===== config.mk =====
export PLATFORM = sky130hd
export DESIGN_NAME = pio_sm_core
export DESIGN_NICKNAME = d
export VERILOG_FILES = /design/src/rtl/pio_sm_core.sv
export SDC_FILE = /design/constraint.sdc
export NUM_CORES = 1
export LEC_CHECK = 0
export ABC_AREA = 1
export CAP_MARGIN = 5
export CORE_AREA = 4 4 139 141
export DETAILED_ROUTE_END_ITERATION = 10
export DIE_AREA = 0 0 143 145
export PLACE_DENSITY = 0.66
export RECOVER_POWER = 100
export SETUP_SLACK_MARGIN = 0.4
export SLEW_MARGIN = 10
export SYNTH_ARGS = -nofsm -noshare
export SYNTH_HDL_FRONTEND = slang
export SYNTH_SLANG_ARGS = --single-unit

===== constraint.sdc =====
create_clock -name clk -period 1.8 [get_ports clk]
set_input_delay 0.27 -clock clk [delete_from_list [all_inputs] [get_ports clk]]
set_output_delay 0.27 -clock clk [all_outputs]
set_load 0.03 [all_outputs]

===== src/rtl/pio_sm_core.sv =====
// PIO state-machine sequencer: fetches via pc and executes JMP, WAIT and SET
// with per-instruction delay, program wrap and an externally forced jump.
module pio_sm_core #(
  parameter int ADDR_W  = 5,
  parameter int DATA_W  = 32,
  parameter int PIN_W   = 32,
  parameter int DELAY_W = 5
) (
  input  logic              clk,
  input  logic              rst,
  input  logic              en,
  input  logic [15:0]       instruction,
  input  logic [ADDR_W-1:0] wrap_bottom,
  input  logic [ADDR_W-1:0] wrap_top,
  input  logic [PIN_W-1:0]  pins_in,
  input  logic [4:0]        jmp_pin,
  input  logic              osr_empty,
  input  logic              force_jmp_en,
  input  logic [ADDR_W-1:0] force_jmp_addr,
  output logic [ADDR_W-1:0] pc,
  output logic [DATA_W-1:0] x,
  output logic [DATA_W-1:0] y,
  output logic [PIN_W-1:0]  pins_out,
  output logic              stalled
);

  localparam logic [2:0] OP_JMP  = 3'b000;
  localparam logic [2:0] OP_WAIT = 3'b001;
  localparam logic [2:0] OP_SET  = 3'b111;

  logic [DELAY_W-1:0] delay_q, delay_d;
  logic [ADDR_W-1:0]  pc_d;
  logic [DATA_W-1:0]  x_d, y_d;
  logic [PIN_W-1:0]   pins_d;
  logic               stalled_d;

  logic [2:0]         opcode, arg;
  logic [4:0]         idx;
  logic [DELAY_W-1:0] dly;
  logic [ADDR_W-1:0]  seq, target;
  logic               jmp_take, wait_block;

  assign opcode = instruction[15:13];
  assign arg    = instruction[7:5];
  assign idx    = instruction[4:0];
  assign dly    = instruction[8 +: DELAY_W];
  assign target = ADDR_W'(idx);
  assign seq    = (pc == wrap_top) ? wrap_bottom : pc + ADDR_W'(1);

  // JMP conditions look at pre-decrement X/Y
  always_comb begin
    jmp_take = 1'b0;
    case (arg)
      3'b000: jmp_take = 1'b1;
      3'b001: jmp_take = (x == '0);
      3'b010: jmp_take = (x != '0);
      3'b011: jmp_take = (y == '0);
      3'b100: jmp_take = (y != '0);
      3'b101: jmp_take = (x != y);
      3'b110: jmp_take = pins_in[jmp_pin];
      default: jmp_take = !osr_empty;
    endcase
  end

  // IRQ and reserved wait sources never block
  assign wait_block = (opcode == OP_WAIT) && !arg[1] && (pins_in[idx] != arg[2]);

  always_comb begin
    pc_d      = pc;
    x_d       = x;
    y_d       = y;
    pins_d    = pins_out;
    delay_d   = delay_q;
    stalled_d = stalled;
    if (force_jmp_en) begin
      pc_d      = force_jmp_addr;
      delay_d   = '0;
      stalled_d = 1'b0;
    end else if (!en) begin
      pc_d = pc;
    end else if (delay_q != '0) begin
      delay_d   = delay_q - DELAY_W'(1);
      stalled_d = (delay_q != DELAY_W'(1));
    end else begin
      pc_d    = seq;
      delay_d = dly;
      case (opcode)
        OP_JMP: begin
          if (jmp_take) pc_d = target;
          if (arg == 3'b010) x_d = x - DATA_W'(1);
          if (arg == 3'b100) y_d = y - DATA_W'(1);
        end
        OP_WAIT: begin
          if (wait_block) begin
            pc_d    = pc;
            delay_d = '0;
          end
        end
        OP_SET: begin
          case (arg)
            3'b000:  pins_d[4:0] = idx;
            3'b001:  x_d = DATA_W'(idx);
            3'b010:  y_d = DATA_W'(idx);
            default: x_d = x;
          endcase
        end
        default: pc_d = seq;
      endcase
      stalled_d = wait_block || (delay_d != '0);
    end
  end

  always_ff @(posedge clk) begin
    if (rst) begin
      pc       <= '0;
      x        <= '0;
      y        <= '0;
      pins_out <= '0;
      delay_q  <= '0;
      stalled  <= 1'b0;
    end else begin
      pc       <= pc_d;
      x        <= x_d;
      y        <= y_d;
      pins_out <= pins_d;
      delay_q  <= delay_d;
      stalled  <= stalled_d;
    end
  end

endmodule

Word level (Yosys, flattened, before mapping). Cells that the tools add are included. Widths: inputs -> output; s select.

Register bits after elaboration: 80. Input port bits: 73. Output and inout bits: 102. Logic and storage cells: 77.

Add/sub/neg operators: 4. $lt $le $gt $ge: 2. Equality and inequality tests: 18. Multiplexer cells: 25. Bitwise logic cells: 2. Reduce and logical (&&, ||, !) cells: 20.

Operator list (number): $mux 32 (4); $pmux 32 s2 (2); $logic_not 32->1 (2); $reduce_bool 32->1 (2); $sub 32x1->32 const B (2); $mux 5 (12); $ne 32x32->1 (1); $eq 3x3->1 const B (4); $lt 5x6->1 const B (2); $reduce_and 6->1 (2); $bmux 1 s5 (2); $pmux 5 s2 (1); $reduce_bool 5->1 (2); $ne 2x2->1 const B (4); $pmux 1 s7 (1); $eq 3x1->1 const B (2); $eq 3x2->1 const B (2); $logic_not 3->1 (2); $add 5x1->5 const B (1); $eq 5x5->1 (1); $ne 5x1->1 const B (1); $reduce_and 5->1 (1); $sub 5x1->5 const B (1); $reduce_bool 2->1 (2); other kinds (10) (15).

Depth between registers and ports, before layout.
Word-level depth: 12. Mapped depth: 18. Gate-level depth less buffers: 16.

Worst setup path before layout. Ideal clock, no wire load.

Path type: register to register. Start: register x[0]. End: register pc[3]. Library setup time: 120 ps. Arrival time: 1858 ps. Required time: 1680 ps. Setup slack: -178 ps. Cell stages (with the launch flop): 15. Path buffers: 0. Clock period less this slack: 1978 ps. Cell sequence: dfxtp_1 -> inv_1 -> ha_1 -> nand2_1 -> nor2_1 -> nand2_1 -> nor2_1 -> nand2_1 -> nand3_1 -> nor2_1 -> nand3_1 -> nand2_2 -> nand2_1 -> nand3_1 -> a21oi_1.

Longest elaborated chain between the ends: 7. Elaborated cells between the ends (all ways): 9. Those cells by class: eq/ne (1); mux (6); reduce/logical (2).

RTL lines: start: declaration (line 21) `output logic [DATA_W-1:0] x,`; start signal: assignment (line 116) `x <= '0;`; start signal: assignment (line 123) `x <= x_d;`; $ne 32x32->1, or another cell as far along (line 59) `3'b101: jmp_take = (x != y);`; $pmux 1 s7 (*) (line 53) `case (arg)`; $mux 5 (*) (line 89) `if (jmp_take) pc_d = target;`; $pmux 5 s2 (*) (line 87) `case (opcode)`; $mux 5 (*) (line 81) `end else if (delay_q != '0) begin`; $mux 5 (*) (line 79) `end else if (!en) begin`; $mux 5 (*) (line 75) `if (force_jmp_en) begin`; end signal: assignment (line 122) `pc <= pc_d;`; end: declaration (line 20) `output logic [ADDR_W-1:0] pc,`.

Every way passes the cells marked *; elsewhere a longest branch is shown, timed or not. The select of a mux whose other input is x is not followed. A chain may end at the register's enable or synchronous reset.

Worst setup path after layout.
Start: register delay_q[0]. End: register x[14].

Longest elaborated chain between the ends: 3.

RTL lines: start: declaration (line 31) `logic [DELAY_W-1:0] delay_q, delay_d;`; start signal: assignment (line 126) `delay_q <= delay_d;`; $reduce_bool 5->1 (line 81); $not 1->1 (no source line); $reduce_and 6->1 (no source line).

No other way between the ends.

==> impl_metrics.yaml <==
layout:
  nets: 1493
  drive_gt1_frac: 0.446
  syn2layout_area_growth_pct: 80.8
  fin_area_um2: 11200
  final_cell_mix: "buf_4 (214), nand2_1 (208), nor2_1 (92)"
  final_core_util: 0.625
  diodes: 0
  layout_commonest_cell: "buf_4"
place:
  post_dp_cell_area_um2: 9670
  portBuffers: 147
  gp_congestion: 0.915
  place_hpwl_um: 19200
  post-place-ws_ns: -0.556
clock_tree:
  cts_buffers: 9
  root_buffer: "clkbuf_16"
  cts_sinks: 80
  holdBufCountCts: 0
  htreeDepth: 3
  clk_pin_slew_worst_paths_ns: 0.06
  clockBufferDepth: 2
  cts_tree: "done"
  worstSkewPairLatency_ns: 0.35
sta:
  rsz0062_at_grt: "true"
  hold_viol_final: 0
  finalSetupViolCount: 57
  drv_slew: 0
  fin_crit_ns: 2.13
  fmax_mhz: 468
  fin_skew_ns: 0.0113
  fin_crit_sh: 1.19
  fin_ws_ns: -0.335
floorplan:
  die_area_um2: 20700
  initial_core_util: 0.345
  die_width_um: 143
  ios: 175
  die_h_um: 145
  num_rows: 49
  core-area_um2: 18000
synth:
  synth.distinct_cells: 51
  synth_sequential_area_ratio: 0.258
  yosys_warnings: 0
  async_flop_share: 0
  syn_area_per_cell_um2: 6.18
  synth_edf_count: 0
  synth_area_um2: 6210
  synth-seq-cells: 80
  synthFlopType: "dfxtp_1"
  netlist_instances: 1005
global_routing:
  grt_pass1_vias: 7890
  grt_usage: 0.238
  grt_max_degree: 19
  antenna_found_initial: 0
  grt_pass1_wl_um: 40000
  grt_overflow_total: 0
critical_path:
  cp.required_ns: 2.09
  path_max_fanout: 7
  critPathLaunchType: "register"
  cp_num_buf_inv: 2
  crit_chain: "inv_2 -> ha_4 -> nand2_4 -> nor3_4 -> nand2_4 -> nor2_4 -> nand3_4 -> nor2_4 -> nand2_4 -> nor2_8 -> nand3_4 -> buf_4 -> a21oi_2 -> o21a_1"
  max_stage_delay_ns: 0.32
  crit_path_end_kind: "register"
  worst_path_dominant_cell_family: "simple AND/OR/NAND/NOR gates"
  worst-setup-path-type: "reg -> reg"
  cp_slowest_cell: "dfxtp_2"
  critPathArrivalTime_ns: 2.43
  cpMostUsedCell: "nand2_4"
drt:
  via_count: 8355
  routed_via_density: 5.07
  wl_per_cell_um: 16.2
  drc: 0
  drt_iter0_markers: 536
  ant_nets: 0
  routed_wl_um: 26700
  drtPass1Iterations: 5
flow_run:
  max_cap_violations: 0
power_and_ir_drop:
  total_leakage_power_nw: 5.36
  powerDensity_nw_per_um2: 557
  peakVddDrop_mv: 0.542
status:
  status: "finished with violations"
  violations: "negative setup slack"
worst_hold_path:
  hold_class: "reg -> reg"
[stage by stage]
step                      hold slack [ns]  total power [mW]  cells  TNS (ns)
after floorplan                     0.405              3.04   1031    -0.919
after global placement              0.494              3.82   1572    -23.26
final                               0.507              6.25   1649    -11.57
after global routing                0.522              6.55   1649    -16.36
after detailed placement            0.495              3.83   1572    -25.91
after CTS                           0.501              6.00   1628     -5.37
[registers in the layout, summed over array words and instances, names as in the netlist]
register	cells
delay_q	5
pc	5
pins_out	5
stalled	1
x	32
y	32
[cell usage after synthesis, types with 3 or more instances]
| cell | instances | area share |
|---|---|---|
| a21oi_1 | 70 | 0.056 |
| a31oi_1 | 7 | 0.0071 |
| and3_1 | 3 | 0.0030 |
| buf_2 | 8 | 0.0065 |
| buf_4 | 30 | 0.036 |
| clkbuf_1 | 5 | 0.0030 |
| dfxtp_1 | 80 | 0.26 |
| ha_1 | 5 | 0.010 |
| inv_1 | 93 | 0.056 |
| inv_2 | 12 | 0.0073 |
| mux2i_1 | 5 | 0.0081 |
| nand2_1 | 243 | 0.15 |
| nand2_2 | 9 | 0.0091 |
| nand3_1 | 100 | 0.081 |
| nand3_2 | 3 | 0.0048 |
| nand4_1 | 15 | 0.015 |
| nor2_1 | 134 | 0.081 |
| nor2_2 | 8 | 0.0081 |
| nor2_4 | 4 | 0.0073 |
| nor3_1 | 18 | 0.015 |
| nor3_2 | 5 | 0.0081 |
| nor4_1 | 11 | 0.011 |
| o21a_1 | 7 | 0.0085 |
| o21ai_0 | 47 | 0.038 |
| o21ai_1 | 10 | 0.0081 |
| xnor2_1 | 26 | 0.037 |
| xor2_1 | 16 | 0.023 |
[worst register-to-register path, stage by stage (launching register included)]
cell     delay [ns]
dfxtp_2        0.32
inv_2          0.07
ha_4           0.15
nand2_4        0.06
nor3_4         0.17
nand2_4        0.15
nor2_4         0.13
nand3_4        0.13
nor2_4         0.15
nand2_4        0.09
nor2_8         0.10
nand3_4        0.15
buf_4          0.18
a21oi_2        0.12
o21a_1         0.12
[layer usage]
layer	up-vias	GRT usage	part of all wire
met2	350	0.416	0.50
met4	0	0.0822	0.036
met3	76	0.0500	0.070
met1	3848	0.286	0.39
li1	4081	-	-
met5	-	0	0
[where the power goes]
group          leakage [nW]  switching, mW  internal, mW
Combinational          4.53           1.36          1.11
Clock                 0.141          0.777          1.12
Sequential            0.687         0.0815          1.81
[logic make-up (layout without fill, tap and decap cells)]
| family | Yosys count | in the layout | synth area share |
|---|---|---|---|
| buf+inv | 154 | 543 | 0.115 |
| fa+ha+maj | 5 | 5 | 0.0101 |
| other cells | 1 | 27 | 0.000604 |
| simple gates | 570 | 570 | 0.422 |
| mux | 6 | 6 | 0.00988 |
| flops | 80 | 80 | 0.258 |
| compound gates | 147 | 147 | 0.125 |
| xor+xnor | 42 | 42 | 0.0593 |
[area by class of cell]
| cell class | instances | area [µm²] |
|---|---|---|
| Timing Repair inverter | 3 | 28.8 |
| Inverter | 108 | 462 |
| Sequential cell | 80 | 1740 |
| Fill cell | 1598 | 6740 |
| Timing Repair Buffer | 416 | 3410 |
| Multi-Input combinational cell | 797 | 5000 |
| Tap cell | 229 | 287 |
| Clock inverter | 2 | 38.8 |
| Clock buffer | 14 | 254 |
[worst paths after layout]
| kind | startpoint | end | slack [ns] | cells past startpoint |
|---|---|---|---|---|
| worst max-delay path | delay_q[0]$_SDFFE_PP0P_ | x[14]$_SDFFE_PP0P_ | -0.33 | 14 |
| worst min-delay path | y[29]$_SDFFE_PP0P_ | y[29]$_SDFFE_PP0P_ | 0.51 | 2 |
| worst max register to register | delay_q[0]$_SDFFE_PP0P_ | x[14]$_SDFFE_PP0P_ | -0.33 | 14 |
| worst min register to register | y[29]$_SDFFE_PP0P_ | y[29]$_SDFFE_PP0P_ | 0.51 | 2 |
[repair_timing]
item                                    in CTS  in global routing
buffers inserted                            35                 20
endpoints found under the setup margin     155                103
resized for setup                          500                172
gates cloned                                 5                  1
endpoints found under the hold margin        0                  0
pin swaps                                   55                 51
(Power assumes the default switching activity.)
